==> src/rtl/pipeline_pkg.sv <==
// pipeline_pkg: shared types and constants for the core pipeline.
//   fetch_state_t : fetch FSM states (IDLE / WAIT / KILL)
//   NOP_INSTR     : canonical bubble instruction (addi x0, x0, 0)
//   fetch_pkt_t   : {instr, pc} pair moved between memory, skid and IF/ID
//   next_pc()     : sequential PC increment, wraps modulo 2^32
package pipeline_pkg;

   typedef enum logic [1:0] {
      IDLE = 2'd0,   // nothing outstanding
      WAIT = 2'd1,   // one live request outstanding
      KILL = 2'd2    // one outstanding request whose response is discarded
   } fetch_state_t;

   localparam logic [31:0] NOP_INSTR = 32'h0000_0013;

   typedef struct packed {
      logic [31:0] instr;
      logic [31:0] pc;
   } fetch_pkt_t;

   function automatic logic [31:0] next_pc(input logic [31:0] pc);
      return pc + 32'd4;
   endfunction

endpackage

==> src/rtl/fetch_skid_buf.sv <==
// fetch_skid_buf: one-entry buffer holding a fetched packet while decode stalls.
//   clk, rst : clock, asynchronous active-high reset
//   clear    : drop any held entry (highest priority)
//   push     : write din; a simultaneous pop is a replace, entry stays full
//   pop      : release the held entry
//   din/dout : packet in / held packet out
//   full     : an entry is held
module fetch_skid_buf
   import pipeline_pkg::*;
(
   input  logic       clk,
   input  logic       rst,
   input  logic       clear,
   input  logic       push,
   input  logic       pop,
   input  fetch_pkt_t din,
   output fetch_pkt_t dout,
   output logic       full
);

   fetch_pkt_t data;

   always_ff @(posedge clk or posedge rst) begin
      if (rst) begin
         data <= '0;
         full <= 1'b0;
      end else if (clear) begin
         full <= 1'b0;
      end else if (push) begin
         data <= din;
         full <= 1'b1;
      end else if (pop) begin
         full <= 1'b0;
      end
   end

   assign dout = data;

endmodule

==> src/rtl/fetch_stage.sv <==
// fetch_stage: instruction-fetch stage. Owns the PC, issues at most one
// outstanding instruction-memory request, discards wrong-path responses and
// fills the IF/ID register through a one-entry skid buffer.
//   clk, rst            : clock, asynchronous active-high reset
//   stall_f, stall_d    : hold PC / hold IF/ID
//   flush_d             : invalidate IF/ID and skid buffer
//   pc_src_e, pc_target_e : redirect from execute
//   imem_req/addr/gnt   : request handshake (addr always equals pc_f)
//   imem_rvalid/rdata   : response
//   pc_f                : current fetch PC
//   valid_d, instr_d, pc_d, pc_plus4_d : IF/ID register contents
module fetch_stage
   import pipeline_pkg::*;
#(
   parameter logic [31:0] RESET_PC = 32'h0000_0000
) (
   input  logic        clk,
   input  logic        rst,
   input  logic        stall_f,
   input  logic        stall_d,
   input  logic        flush_d,
   input  logic        pc_src_e,
   input  logic [31:0] pc_target_e,
   output logic        imem_req,
   output logic [31:0] imem_addr,
   input  logic        imem_gnt,
   input  logic        imem_rvalid,
   input  logic [31:0] imem_rdata,
   output logic [31:0] pc_f,
   output logic        valid_d,
   output logic [31:0] instr_d,
   output logic [31:0] pc_d,
   output logic [31:0] pc_plus4_d
);

   fetch_state_t state;
   logic [31:0]  inflight_pc;

   logic         skid_full;
   fetch_pkt_t   skid_dout;
   logic         skid_push;
   logic         skid_pop;
   logic         skid_clear;

   logic         busy;       // a request is outstanding (live or killed)
   logic         fire;       // request accepted this cycle
   logic         deliver;    // live response to forward this cycle
   logic         kill;       // IF/ID and skid are invalidated this cycle

   assign busy = (state == WAIT) || (state == KILL);

   // A response slot frees up the cycle rvalid arrives, so a new request may
   // go out alongside it; this also covers the stale response in KILL, which
   // lets the redirect target be requested in that same cycle.
   assign imem_req = !rst && !stall_f && !pc_src_e && !skid_full &&
                     ((state == IDLE) || (busy && imem_rvalid));
   assign imem_addr = pc_f;

   assign fire    = imem_req && imem_gnt;
   assign deliver = (state == WAIT) && imem_rvalid && !pc_src_e && !flush_d;
   assign kill    = pc_src_e || flush_d;

   // With decode moving and the skid full, the skid drains into IF/ID and a
   // same-cycle response takes its place (push wins over pop in the buffer).
   assign skid_clear = kill;
   assign skid_push  = deliver && (stall_d || skid_full);
   assign skid_pop   = !stall_d && skid_full;

   fetch_skid_buf u_skid (
      .clk   (clk),
      .rst   (rst),
      .clear (skid_clear),
      .push  (skid_push),
      .pop   (skid_pop),
      .din   ('{instr: imem_rdata, pc: inflight_pc}),
      .dout  (skid_dout),
      .full  (skid_full)
   );

   always_ff @(posedge clk or posedge rst) begin
      if (rst) begin
         state       <= IDLE;
         pc_f        <= RESET_PC;
         inflight_pc <= '0;
         valid_d     <= 1'b0;
         instr_d     <= NOP_INSTR;
         pc_d        <= '0;
      end else begin
         if (fire) begin
            inflight_pc <= pc_f;
         end

         if (pc_src_e) begin
            pc_f <= pc_target_e;
         end else if (fire) begin
            pc_f <= next_pc(pc_f);
         end

         case (state)
            IDLE: state <= fire ? WAIT : IDLE;
            WAIT: begin
               if (imem_rvalid) begin
                  state <= fire ? WAIT : IDLE;
               end else if (pc_src_e) begin
                  state <= KILL;
               end
            end
            KILL: begin
               if (imem_rvalid) begin
                  state <= fire ? WAIT : IDLE;
               end
            end
            default: state <= IDLE;
         endcase

         if (kill) begin
            valid_d <= 1'b0;
            instr_d <= NOP_INSTR;
         end else if (!stall_d) begin
            if (skid_full) begin
               valid_d <= 1'b1;
               instr_d <= skid_dout.instr;
               pc_d    <= skid_dout.pc;
            end else if (deliver) begin
               valid_d <= 1'b1;
               instr_d <= imem_rdata;
               pc_d    <= inflight_pc;
            end else begin
               valid_d <= 1'b0;
               instr_d <= NOP_INSTR;
            end
         end
      end
   end

   assign pc_plus4_d = pc_d + 32'd4;

endmodule

==> config.mk <==
export PLATFORM = sky130hd
export DESIGN_NAME = fetch_stage
export DESIGN_NICKNAME = d
export VERILOG_FILES = /design/src/rtl/pipeline_pkg.sv /design/src/rtl/fetch_skid_buf.sv /design/src/rtl/fetch_stage.sv
export SDC_FILE = /design/constraint.sdc
export NUM_CORES = 1
export LEC_CHECK = 0
export ABC_AREA = 1
export BUFFER_PORTS_ARGS = -buffer_cell sky130_fd_sc_hd__clkbuf_2
export CAP_MARGIN = 20
export CORE_AREA = 2 2 149 151
export DETAILED_ROUTE_END_ITERATION = 12
export DIE_AREA = 0 0 151 153
export PLACE_DENSITY = 0.77
export SYNTH_ARGS = -nofsm -noshare
export SYNTH_HDL_FRONTEND = slang
export SYNTH_HIERARCHICAL = 1
export SYNTH_SLANG_ARGS = --single-unit
export TNS_END_PERCENT = 100
==> constraint.sdc <==
create_clock -name clk -period 4.65 [get_ports clk]
set_input_delay 0.2325 -clock clk [delete_from_list [all_inputs] [get_ports clk]]
set_output_delay 0.2325 -clock clk [all_outputs]
set_load 0.01 [all_outputs]
==> impl_metrics.py, run 1 <==
metrics = {
    "outcome": {
        "status": "completed",
    },
    "yosys": {
        "postSynthAreaPerCell_um2": 7.381,
        "synth_xor_area_share_pct": 1.739,
        "muxShareOfSynthArea_pct": 0,
        "yosys.area_share.simple_pct": 33.71,
        "synth_edf_count": 0,
        "synth-seq-cells": 196,
        "synth_cell_types": 31,
        "synthCells": 1433,
        "synthAdderAreaFrac_pct": 0.7097,
        "syn_area_um2": 10580,
        "synth_compound_area_share_pct": 7.381,
        "syn_nets": 1511,
        "synthFlopType": "dfrtp_1",
        "yosysSeqAreaShare_pct": 46.40,
        "async_flop_share_pct": 100.0,
        "synth_top_family_by_area": "simple AND/OR/NAND/NOR gates",
        "yosysWarnings": 6,
    },
    "sta": {
        "layout_setup_ws_ns": 1.902,
        "hold_viol_final": 0,
        "period_share_pct": 59.10,
        "max_freq_mhz": 363.9,
        "report.final.slew_viol_count": 0,
        "fin_crit_ns": 2.748,
        "rsz0062_at_grt": "no",
        "hold_ws_ns": 0.005892,
        "maxSlewHeadroom_pct": 37.21,
        "fin_skew_ns": 0.01111,
        "worstMarginPinSlew_ns": 0.9408,
        "setup_violations": 0,
        "final.setup.tns_ns": 0,
    },
    "critical_path": {
        "critPathMaxFanout": 38,
        "endpoint_kind": "flip-flop",
        "crit_family": "simple AND/OR/NAND/NOR gates",
        "crit_type": "in2reg",
        "required_ns": 5.00,
        "critPathBufInv": 2,
        "crit_chain": "clkbuf_2 -> nor2_4 -> nand2_2 -> a21oi_4 -> buf_4 -> nor2_1 -> a31oi_1",
        "cpPeakStageDelay_ns": 0.80,
        "arrival_ns": 3.10,
        "crit_slowest_cell": "nor2_4",
        "startpoint_type": "input pin",
    },
    "detailed_routing": {
        "ant_nets": 0,
        "highest_layer": "met4",
        "routed_wl_um": 28960,
        "first_iter_violations": 787,
        "wl_met2_um": 13190,
        "first_pass_iters": 5,
        "post_drt_via_cell_ratio": 5.314,
        "vias": 10020,
        "wl_met3_um": 2053,
        "detail_route.drc_violations": 0,
        "routedLengthMet1_um": 13030,
        "wl_per_cell_um": 15.36,
    },
    "die": {
        "dieArea_um2": 23100,
        "core_um2": 21490,
        "die_x_um": 151,
        "die_y_um": 153,
        "initial_core_util_pct": 49.23,
        "design.portCount": 234,
        "placementRows": 54,
    },
    "placed_design": {
        "dp_hpwl_um": 20180,
        "gp_congestion": 0.8733,
        "pre_cts_ws_ns": 1.467,
        "io_buffer_count": 233,
    },
    "min_path": {
        "holdCritPathClass": "in2async",
    },
    "clock_network": {
        "htreeDepth": 4,
        "clock_latency_ns": 0.44,
        "clk_pin_slew_ns": 0.07,
        "cts_made_buffers": 17,
        "cts_buffer_depth": 2,
        "cts_tree": "yes",
        "cts.sinks": 196,
        "root_buffer": "clkbuf_16",
    },
    "global_routing": {
        "grt_pass1_vias": 9162,
        "grt_pass1_wl_um": 46560,
        "grtUsageTotal_pct": 25.22,
        "grt-ovfl-total": 0,
        "grt_max_degree": 93,
        "antenna_found_initial": 0,
    },
    "power": {
        "p_int_uw": 2984,
        "p_per_area_nw_per_um2": 357.1,
        "p_switching_uw": 1367,
        "power_frac_seq_pct": 47.9,
        "switching_share_pct": 31.41,
        "power.leakage_uw": 0.006531,
        "peakVddDrop_v": 0.0002770,
        "pwr-share-comb_pct": 16.9,
        "clockPowerShare_pct": 35.2,
    },
    "cells_and_area": {
        "syn_to_final_growth_pct": 15.18,
        "antenna_cells": 0,
        "drive_above_1_share_pct": 19.38,
        "fin_nets": 1670,
    },
    "flow_run": {
        "drv_cap": 0,
    },
}
final cells by class:
type	instances	area [µm²]
clock buffer	19	452.9
clock inverter	13	157.7
fill	2060	9303
inverter	107	406.6
multi-input combinational	1025	4624
sequential	196	4910
tap	280	350.3
timing repair buffer	245	1281
worst reg2reg max path, cell delays in order (launching register included):
cell and delay, ns:
dfrtp_2 0.80, buf_16 0.27, nor2_4 0.07, nand4_4 0.29
buf_4 0.50, inv_2 0.39, o211ai_1 0.22, nand3_1 0.09
cell families (layout without fill, tap and decap cells):
group,count (synthesis),count (layout)
simple gates,860,860
compound gates,138,138
flops,196,196
fa+ha+maj,6,6
xor+xnor,21,21
buf+inv,212,384
state kept, by name (all words and copies together), names as in the netlist:
signal,count
inflight_pc,32
u_skid/dout,64
imem_addr,32
state,2
u_skid/full,1
valid_d,1
instr_d,32
pc_d,32
per-layer routing:
metal | global-route usage, % | up-vias
met5 | 0 | -
met3 | 3.463 | 48
li1 | - | 4852
met1 | 36.67 | 4678
met4 | 8.144 | 0
met2 | 39.16 | 438
power by group through the flow:
stage          combinational (µW)  sequential (µW)  clock (µW)
3_5_place_dp                  732             2110           0
5_1_grt                       828             2100        1630
2_1_floorplan                 459             2070           0
4_1_cts                       739             2080        1550
6_report                      734             2080        1530
3_3_place_gp                  721             2110           0
synthesized netlist by cell type (8+ instances only):
cell type / n / area share, %
o211ai_1: 12 / 0.85
a21oi_1: 9 / 0.43
xor2_1: 17 / 1.4
dfrtp_1: 193 / 46
a31oi_1: 24 / 1.4
nor2_1: 103 / 3.7
clkbuf_1: 25 / 0.89
o21ai_0: 82 / 3.9
buf_2: 25 / 1.2
buf_4: 47 / 3.3
nand2_1: 542 / 19
nor3_1: 10 / 0.47
nor2_2: 10 / 0.59
inv_1: 103 / 3.7
nand3_1: 176 / 8.3
buf_6: 8 / 0.85
per-stage QoR:
step,total power [µW],utilization [%],std cells,cell area (µm²)
2_1_floorplan,2529,-,1433,10580
3_3_place_gp,2828,53.64,1850,11520
3_5_place_dp,2844,53.64,1850,11520
4_1_cts,4369,56.57,1884,12160
5_1_grt,4563,56.70,1885,12180
6_report,4351,56.70,1885,12180
worst paths after layout:
path,startpoint,endpoint,slack (ns),cells past startpoint
hold reg to reg,u_skid/dout[22],u_skid/dout[22],0.48,2
hold / removal,rst,instr_d[2],0.006,2
min in group clk,pc_target_e[18],imem_addr[18],0.01,3
max in group asynchronous,rst,pc_d[2],3.58,3
setup reg to reg,u_skid/full,imem_addr[6],1.92,7
setup / recovery,pc_src_e,pc_d[14],1.90,7
cell usage in the layout (no fill, tap or decap), types with 12 or more instances in the layout:
cell	n
nand3_1	176
nor2_1	103
a31oi_1	24
dfrtp_1	192
o21ai_0	82
o211ai_1	12
clkbuf_16	17
nand2_1	542
clkbuf_2	233
inv_1	101
xor2_1	17
repair_timing:
action,4_1_cts,5_1_grt
gates resized for setup,0,0
setup buffers,0,0
endpoints found under the hold margin,2,0
hold buffers,2,0
Note: power is estimated with default switching activity, not from simulation.
==> inputs of run 2 (changes only) <==
Settings changed: ABC_AREA 1 to 0, CORE_AREA 2 2 149 151 to 2 2 145 147, DIE_AREA 0 0 151 153 to 0 0 147 149, PLACE_DENSITY 0.77 to 0.79.
Clock period 4.65 ns to 2.37 ns, I/O delays scaled along.
==> run 2 against run 1 <==
Net effect:
- critical path depth is the same
- worst setup slack worse by 1.9 ns
- clock-buffer cell count down 2
- routed wire length is 9.0% lower
- core utilization grew 3.9 points
- via count decreased by 20%
- power increased by 97%
- worst hold slack better by 0.013 ns
- synthesized cell count down 38%
- largest power group unchanged
==> impl_metrics.py, run 2 <==
metrics = {
    "outcome": {
        "status": "completed",
    },
    "cells_and_area": {
        "drive_above_1_share_pct": 36.39,
        "layout_commonest_cell": "clkbuf_2",
        "syn_to_final_growth_pct": 26.74,
        "fill_cells": 1661,
        "final_cell_mix": "232 x clkbuf_2, 190 x dfrtp_1, 63 x nand2_1",
        "antenna_cells": 0,
        "utilization_pct": 60.61,
        "fin_nets": 1233,
        "largest_reg_flops": 64,
        "final_cells": 1443,
        "final_cell_area_um2": 12460,
    },
    "die": {
        "initial_core_util_pct": 47.83,
        "placementRows": 53,
        "die_x_um": 147,
        "core_um2": 20560,
        "design.portCount": 234,
        "die_y_um": 149,
        "dieArea_um2": 21900,
    },
    "yosys": {
        "synth_edf_count": 0,
        "synth_area_leader_cell": "dfrtp_1",
        "synth_cell_types": 51,
        "netlist_top_cells_area": "dfrtp_1 49%, mux2_4 9.2%, mux2_2 4.4%",
        "syn_nets": 960,
        "yosysSeqAreaShare_pct": 49.92,
        "async_flop_share_pct": 100.0,
        "synth_top_cell_area_share_pct": 49.12,
        "synth-seq-cells": 196,
        "syn_area_um2": 9832,
        "postSynthAreaPerCell_um2": 11.15,
        "synthFlopType": "dfrtp_1",
        "yosysWarnings": 6,
        "synth_common_cells": "193 x dfrtp_1, 63 x nand2_1, 61 x nor2_1",
        "synth_most_common_cell": "dfrtp_1",
        "synthCells": 882,
    },
    "power": {
        "pwr-share-comb_pct": 18.2,
        "switching_share_pct": 31.53,
        "power.leakage_uw": 0.005641,
        "power_uw": 8567,
        "power_frac_seq_pct": 47.7,
        "p_switching_uw": 2701,
        "p_per_area_nw_per_um2": 687.5,
        "peakVddDrop_v": 0.0006622,
        "clockPowerShare_pct": 34.1,
        "p_int_uw": 5866,
    },
    "detailed_routing": {
        "ant_nets": 0,
        "vias": 7985,
        "first_pass_iters": 5,
        "post_drt_via_cell_ratio": 5.534,
        "routed_wl_um": 26360,
        "wl_per_cell_um": 18.27,
        "first_iter_violations": 576,
        "detail_route.drc_violations": 0,
    },
    "min_path": {
        "min_to": "imem_addr[25]",
        "holdCritStartpoint": "pc_target_e[25]",
        "whs_path_depth": 4,
        "holdCritPathClass": "in2reg",
    },
    "critical_path": {
        "required_ns": 2.25,
        "critPathMaxFanout": 4,
        "arrival_ns": 2.20,
        "startpoint_type": "flip-flop",
        "crit_type": "reg2out",
        "r2r-end": "imem_addr[20]",
        "r2r_start": "imem_addr[15]",
        "reg2reg_depth": 4,
        "endpoint_kind": "output port",
        "ff2ff_setup_slack_ns": 0.16,
    },
    "sta": {
        "maxSlewHeadroom_pct": 43.57,
        "period_share_pct": 98.03,
        "hold_viol_final": 0,
        "fin_skew_ns": 0.01103,
        "setup_violations": 0,
        "layout_setup_ws_ns": 0.04658,
        "max_freq_mhz": 430.4,
        "worstMarginPinSlew_ns": 0.8464,
        "fin_crit_ns": 2.323,
        "rsz0062_at_grt": "yes",
        "report.final.slew_viol_count": 0,
    },
    "global_routing": {
        "grt_pass1_vias": 7680,
        "grtUsageTotal_pct": 24.06,
        "grt-ovfl-total": 0,
        "grt_pass1_wl_um": 41660,
        "grt_max_degree": 67,
        "antenna_found_initial": 0,
    },
    "clock_network": {
        "clk_pin_slew_ns": 0.08,
        "root_buffer": "clkbuf_16",
        "cts_buffer_depth": 2,
        "htreeDepth": 4,
        "cts_made_buffers": 17,
        "cts.sinks": 196,
        "clock_latency_ns": 0.44,
        "cts_tree": "yes",
    },
    "placed_design": {
        "dp_hpwl_um": 17780,
        "gp_congestion": 0.8920,
        "placed_cell_area_um2": 11170,
        "io_buffer_count": 233,
        "pre_cts_ws_ns": 0.1389,
        "dp_cells": 1346,
    },
    "flow_run": {
        "drv_cap": 0,
    },
}
[run 2: critical path: stages, from the launching register on]
cell     delay, ns
dfrtp_1       0.40
ha_4          0.15
nand4_1       0.24
nor4_1        0.32
buf_4         0.18
nand4_1       0.14
xnor2_1       0.18
buf_2         0.15
[run 2: layout make-up]
cell class              instances  area, µm²  share of cell area, %
clock buffers                  17      425.4                  3.414
inverters                      15      60.06                 0.4820
well taps                     275      344.1                  2.761
repair buffers                339       2187                  17.55
flip-flops and latches        196       4912                  39.42
clock inverters                15      180.2                  1.446
multi-input cells             586       4352                  34.92
[run 2: what timing repair did]
item,4_1_cts,5_1_grt
hold buffers,62,0
setup endpoints to repair,0,40
gates resized for setup,0,8
buffers inserted,0,2
endpoints found under the hold margin,91,0
[run 2: per-stage QoR]
stage / hold slack, ns / setup TNS [ns]
final: 0.01935 / 0
after global routing: 0.01939 / -0.05127
after CTS: 0.007473 / 0
after detailed placement: 0.2311 / 0
after global placement: 0.2207 / 0
after floorplan: 0.1888 / 0
[run 2: routing by layer]
layer / up-vias / part of all wire [%] / track usage (%)
met3: 65 / 5.6 / 4.404
met1: 3887 / 44 / 32.98
met5: - / 0 / 0
met2: 348 / 47 / 38.22
met4: 0 / 3.1 / 9.663
li1: 3685 / - / -
[run 2: logic make-up after synthesis]
kind of cell               Yosys count  share of synthesized area [%]
buffers and inverters              100                          6.337
AOI/OAI and AO/OA                  163                          10.00
adders and majority gates            6                         0.7635
muxes                              134                          17.18
DFF                                196                          49.92
xor gates and xnor gates            35                          3.118
and+or+nand+nor                    248                          12.68
[run 2: how the worst max path moves through the flow]
stage	to	cells after the start	slack, ns	startpoint
floorplan	imem_addr[12]	8	0.16	state[0]
finish	pc_plus4_d[24]	7	0.05	pc_d[3]
global placement	u_skid/dout[49]	7	0.26	state[1]
detailed placement	u_skid/dout[55]	7	0.14	state[1]
CTS	pc_plus4_d[24]	7	0.06	pc_d[2]
global route	pc_plus4_d[24]	7	-0.04	pc_d[3]
[run 2: power groups by stage]
stage | combinational (µW) | clock, µW | sequential (µW)
after floorplan | 850 | 0 | 4090
after global placement | 1420 | 0 | 4110
after CTS | 1550 | 2970 | 4070
after global routing | 1690 | 3110 | 4140
after detailed placement | 1450 | 0 | 4140
final | 1560 | 2920 | 4090
==> inputs of run 3 (changes only) <==
Settings changed: CAP_MARGIN 20 to unset, RECOVER_POWER set to 100.
==> run 3 against run 2 <==
Net effect:
- critical path depth did not move
- maximum frequency rose by 0.57%
- final area decreased by 0.95%
- routed wire length rose by 0.30%
- global-route usage is the same
- die area stayed put
- clock power barely moved
- cell count is essentially flat
- clock skew is essentially flat
- register-to-register slack hardly changed
==> impl_metrics.py, run 3 (same netlist as run 2, synthesis figures left out) <==
metrics = {
    "sta": {
        "period_share_pct": 97.48,
        "worstMarginPinSlew_ns": 1.192,
        "maxSlewHeadroom_pct": 20.51,
        "fin_skew_ns": 0.01094,
        "setup_violations": 0,
        "hold_ws_ns": 0.01600,
        "final.setup.tns_ns": 0,
        "report.final.slew_viol_count": 0,
        "rsz0062_at_grt": "yes",
        "max_freq_mhz": 432.9,
        "fin_crit_ns": 2.310,
        "hold_viol_final": 0,
    },
    "outcome": {
        "status": "completed",
    },
    "detailed_routing": {
        "post_drt_via_cell_ratio": 5.510,
        "wl_met3_um": 1594,
        "detail_route.drc_violations": 0,
        "wl_per_cell_um": 18.33,
        "wl_met2_um": 12430,
        "first_pass_iters": 5,
        "ant_nets": 0,
        "first_iter_violations": 544,
        "routedLengthMet1_um": 11580,
        "vias": 7945,
        "routed_wl_um": 26440,
        "highest_layer": "met4",
    },
    "die": {
        "placementRows": 53,
        "die_y_um": 149,
        "initial_core_util_pct": 47.83,
        "dieArea_um2": 21900,
        "design.portCount": 234,
        "core_um2": 20560,
        "die_x_um": 147,
    },
    "clock_network": {
        "htreeDepth": 4,
        "cts_buffer_depth": 2,
        "cts.sinks": 196,
        "clk_pin_slew_ns": 0.08,
        "cts_made_buffers": 17,
        "cts_tree": "yes",
        "clock_latency_ns": 0.44,
        "root_buffer": "clkbuf_16",
    },
    "critical_path": {
        "crit_slowest_cell": "dfrtp_1",
        "cp_common_cell": "nand4_1",
        "critPathMaxFanout": 4,
        "arrival_ns": 2.19,
        "cpPeakStageDelay_ns": 0.40,
        "crit_type": "reg2out",
        "crit_chain": "ha_4 -> nand4_1 -> nor4_1 -> buf_4 -> nand4_1 -> xnor2_1 -> buf_2",
        "startpoint_type": "flip-flop",
        "endpoint_kind": "output port",
        "required_ns": 2.25,
    },
    "cells_and_area": {
        "antenna_cells": 0,
        "drive_above_1_share_pct": 31.11,
        "final_cell_area_um2": 12340,
        "largest_reg_flops": 64,
        "fin_nets": 1232,
        "regArea_um2": 4911,
        "layout_commonest_cell": "dfrtp_1",
        "final_cell_mix": "191 x dfrtp_1, 172 x clkbuf_2, 63 x nand2_1",
        "multi_input_area_um2": 4352,
        "utilization_pct": 60.04,
        "syn_to_final_growth_pct": 25.53,
        "fill_cells": 1707,
    },
    "placed_design": {
        "placed_cell_area_um2": 11170,
        "io_buffer_count": 233,
        "dp_hpwl_um": 17780,
        "gp_congestion": 0.8920,
    },
    "global_routing": {
        "grtUsageTotal_pct": 24.06,
        "grt_pass1_wl_um": 41660,
        "grt_pass1_vias": 7680,
        "antenna_found_initial": 0,
        "grt-ovfl-total": 0,
        "grt_max_degree": 67,
    },
    "min_path": {
        "holdCritPathClass": "in2reg",
    },
    "power": {
        "power.leakage_uw": 0.005428,
        "peakVddDrop_v": 0.0006616,
        "power_uw": 8544,
        "p_per_area_nw_per_um2": 692.3,
    },
    "flow_run": {
        "drv_cap": 0,
    },
}
-- run 3: changes by cell type in the layout (fill, tap and decap cells not counted), moves of 2 or more --
cell	previous run	this run
buf_12	5	3
clkbuf_4	0	2
clkbuf_1	0	60
clkbuf_2	232	172
-- run 3: path summary, 6_finish.rpt --
kind | slack [ns] | endpoint | startpoint | depth (start not counted)
hold / removal | 0.02 | imem_addr[25] | pc_target_e[25] | 4
min in group asynchronous | 0.45 | imem_addr[19] | rst | 3
setup reg to reg | 0.17 | imem_addr[20] | imem_addr[15] | 4
setup / recovery | 0.06 | pc_plus4_d[24] | pc_d[3] | 7
hold reg to reg | 0.48 | instr_d[7] | instr_d[7] | 2
max in group asynchronous | 0.47 | pc_d[25] | rst | 4
-- run 3: cell type report --
type / count / area share, %
sequential: 196 / 39.79
multi-input combinational: 586 / 35.26
inverter: 15 / 0.4663
timing repair buffer: 338 / 16.79
clock buffer: 17 / 3.447
clock inverter: 15 / 1.460
tap: 275 / 2.788
-- run 3: what timing repair did --
item / CTS / global route
buffers inserted: 0 / 2
hold buffers: 62 / 0
endpoints found under the hold margin: 91 / 0
resized for setup: 0 / 8
setup endpoints to repair: 0 / 40
-- run 3: stage by stage --
stage	worst slack, ns	instances
after floorplan	0.1595	882
after global placement	0.2633	1346
after detailed placement	0.1389	1346
after CTS	0.05755	1440
after global routing	-0.03621	1442
final	0.05981	1442
-- run 3: per-layer routing --
layer | track usage (%) | vias to the layer above
li1 | - | 3677
met1 | 32.98 | 3857
met4 | 9.663 | 0
met3 | 4.404 | 69
met2 | 38.22 | 342
met5 | 0 | -
-- run 3: critical path, delay by kind of cell, from the launching register on --
family,cells,cell delay (ns)
xor+xnor,1,0.18
simple gates,3,0.68
flops,1,0.40
buf+inv,2,0.33
fa+ha+maj,1,0.15
-- run 3: power by group --
part	switching, µW	internal, µW
Clock	1490	1440
Combinational	803	726
Sequential	416	3670
Total	2700	5840
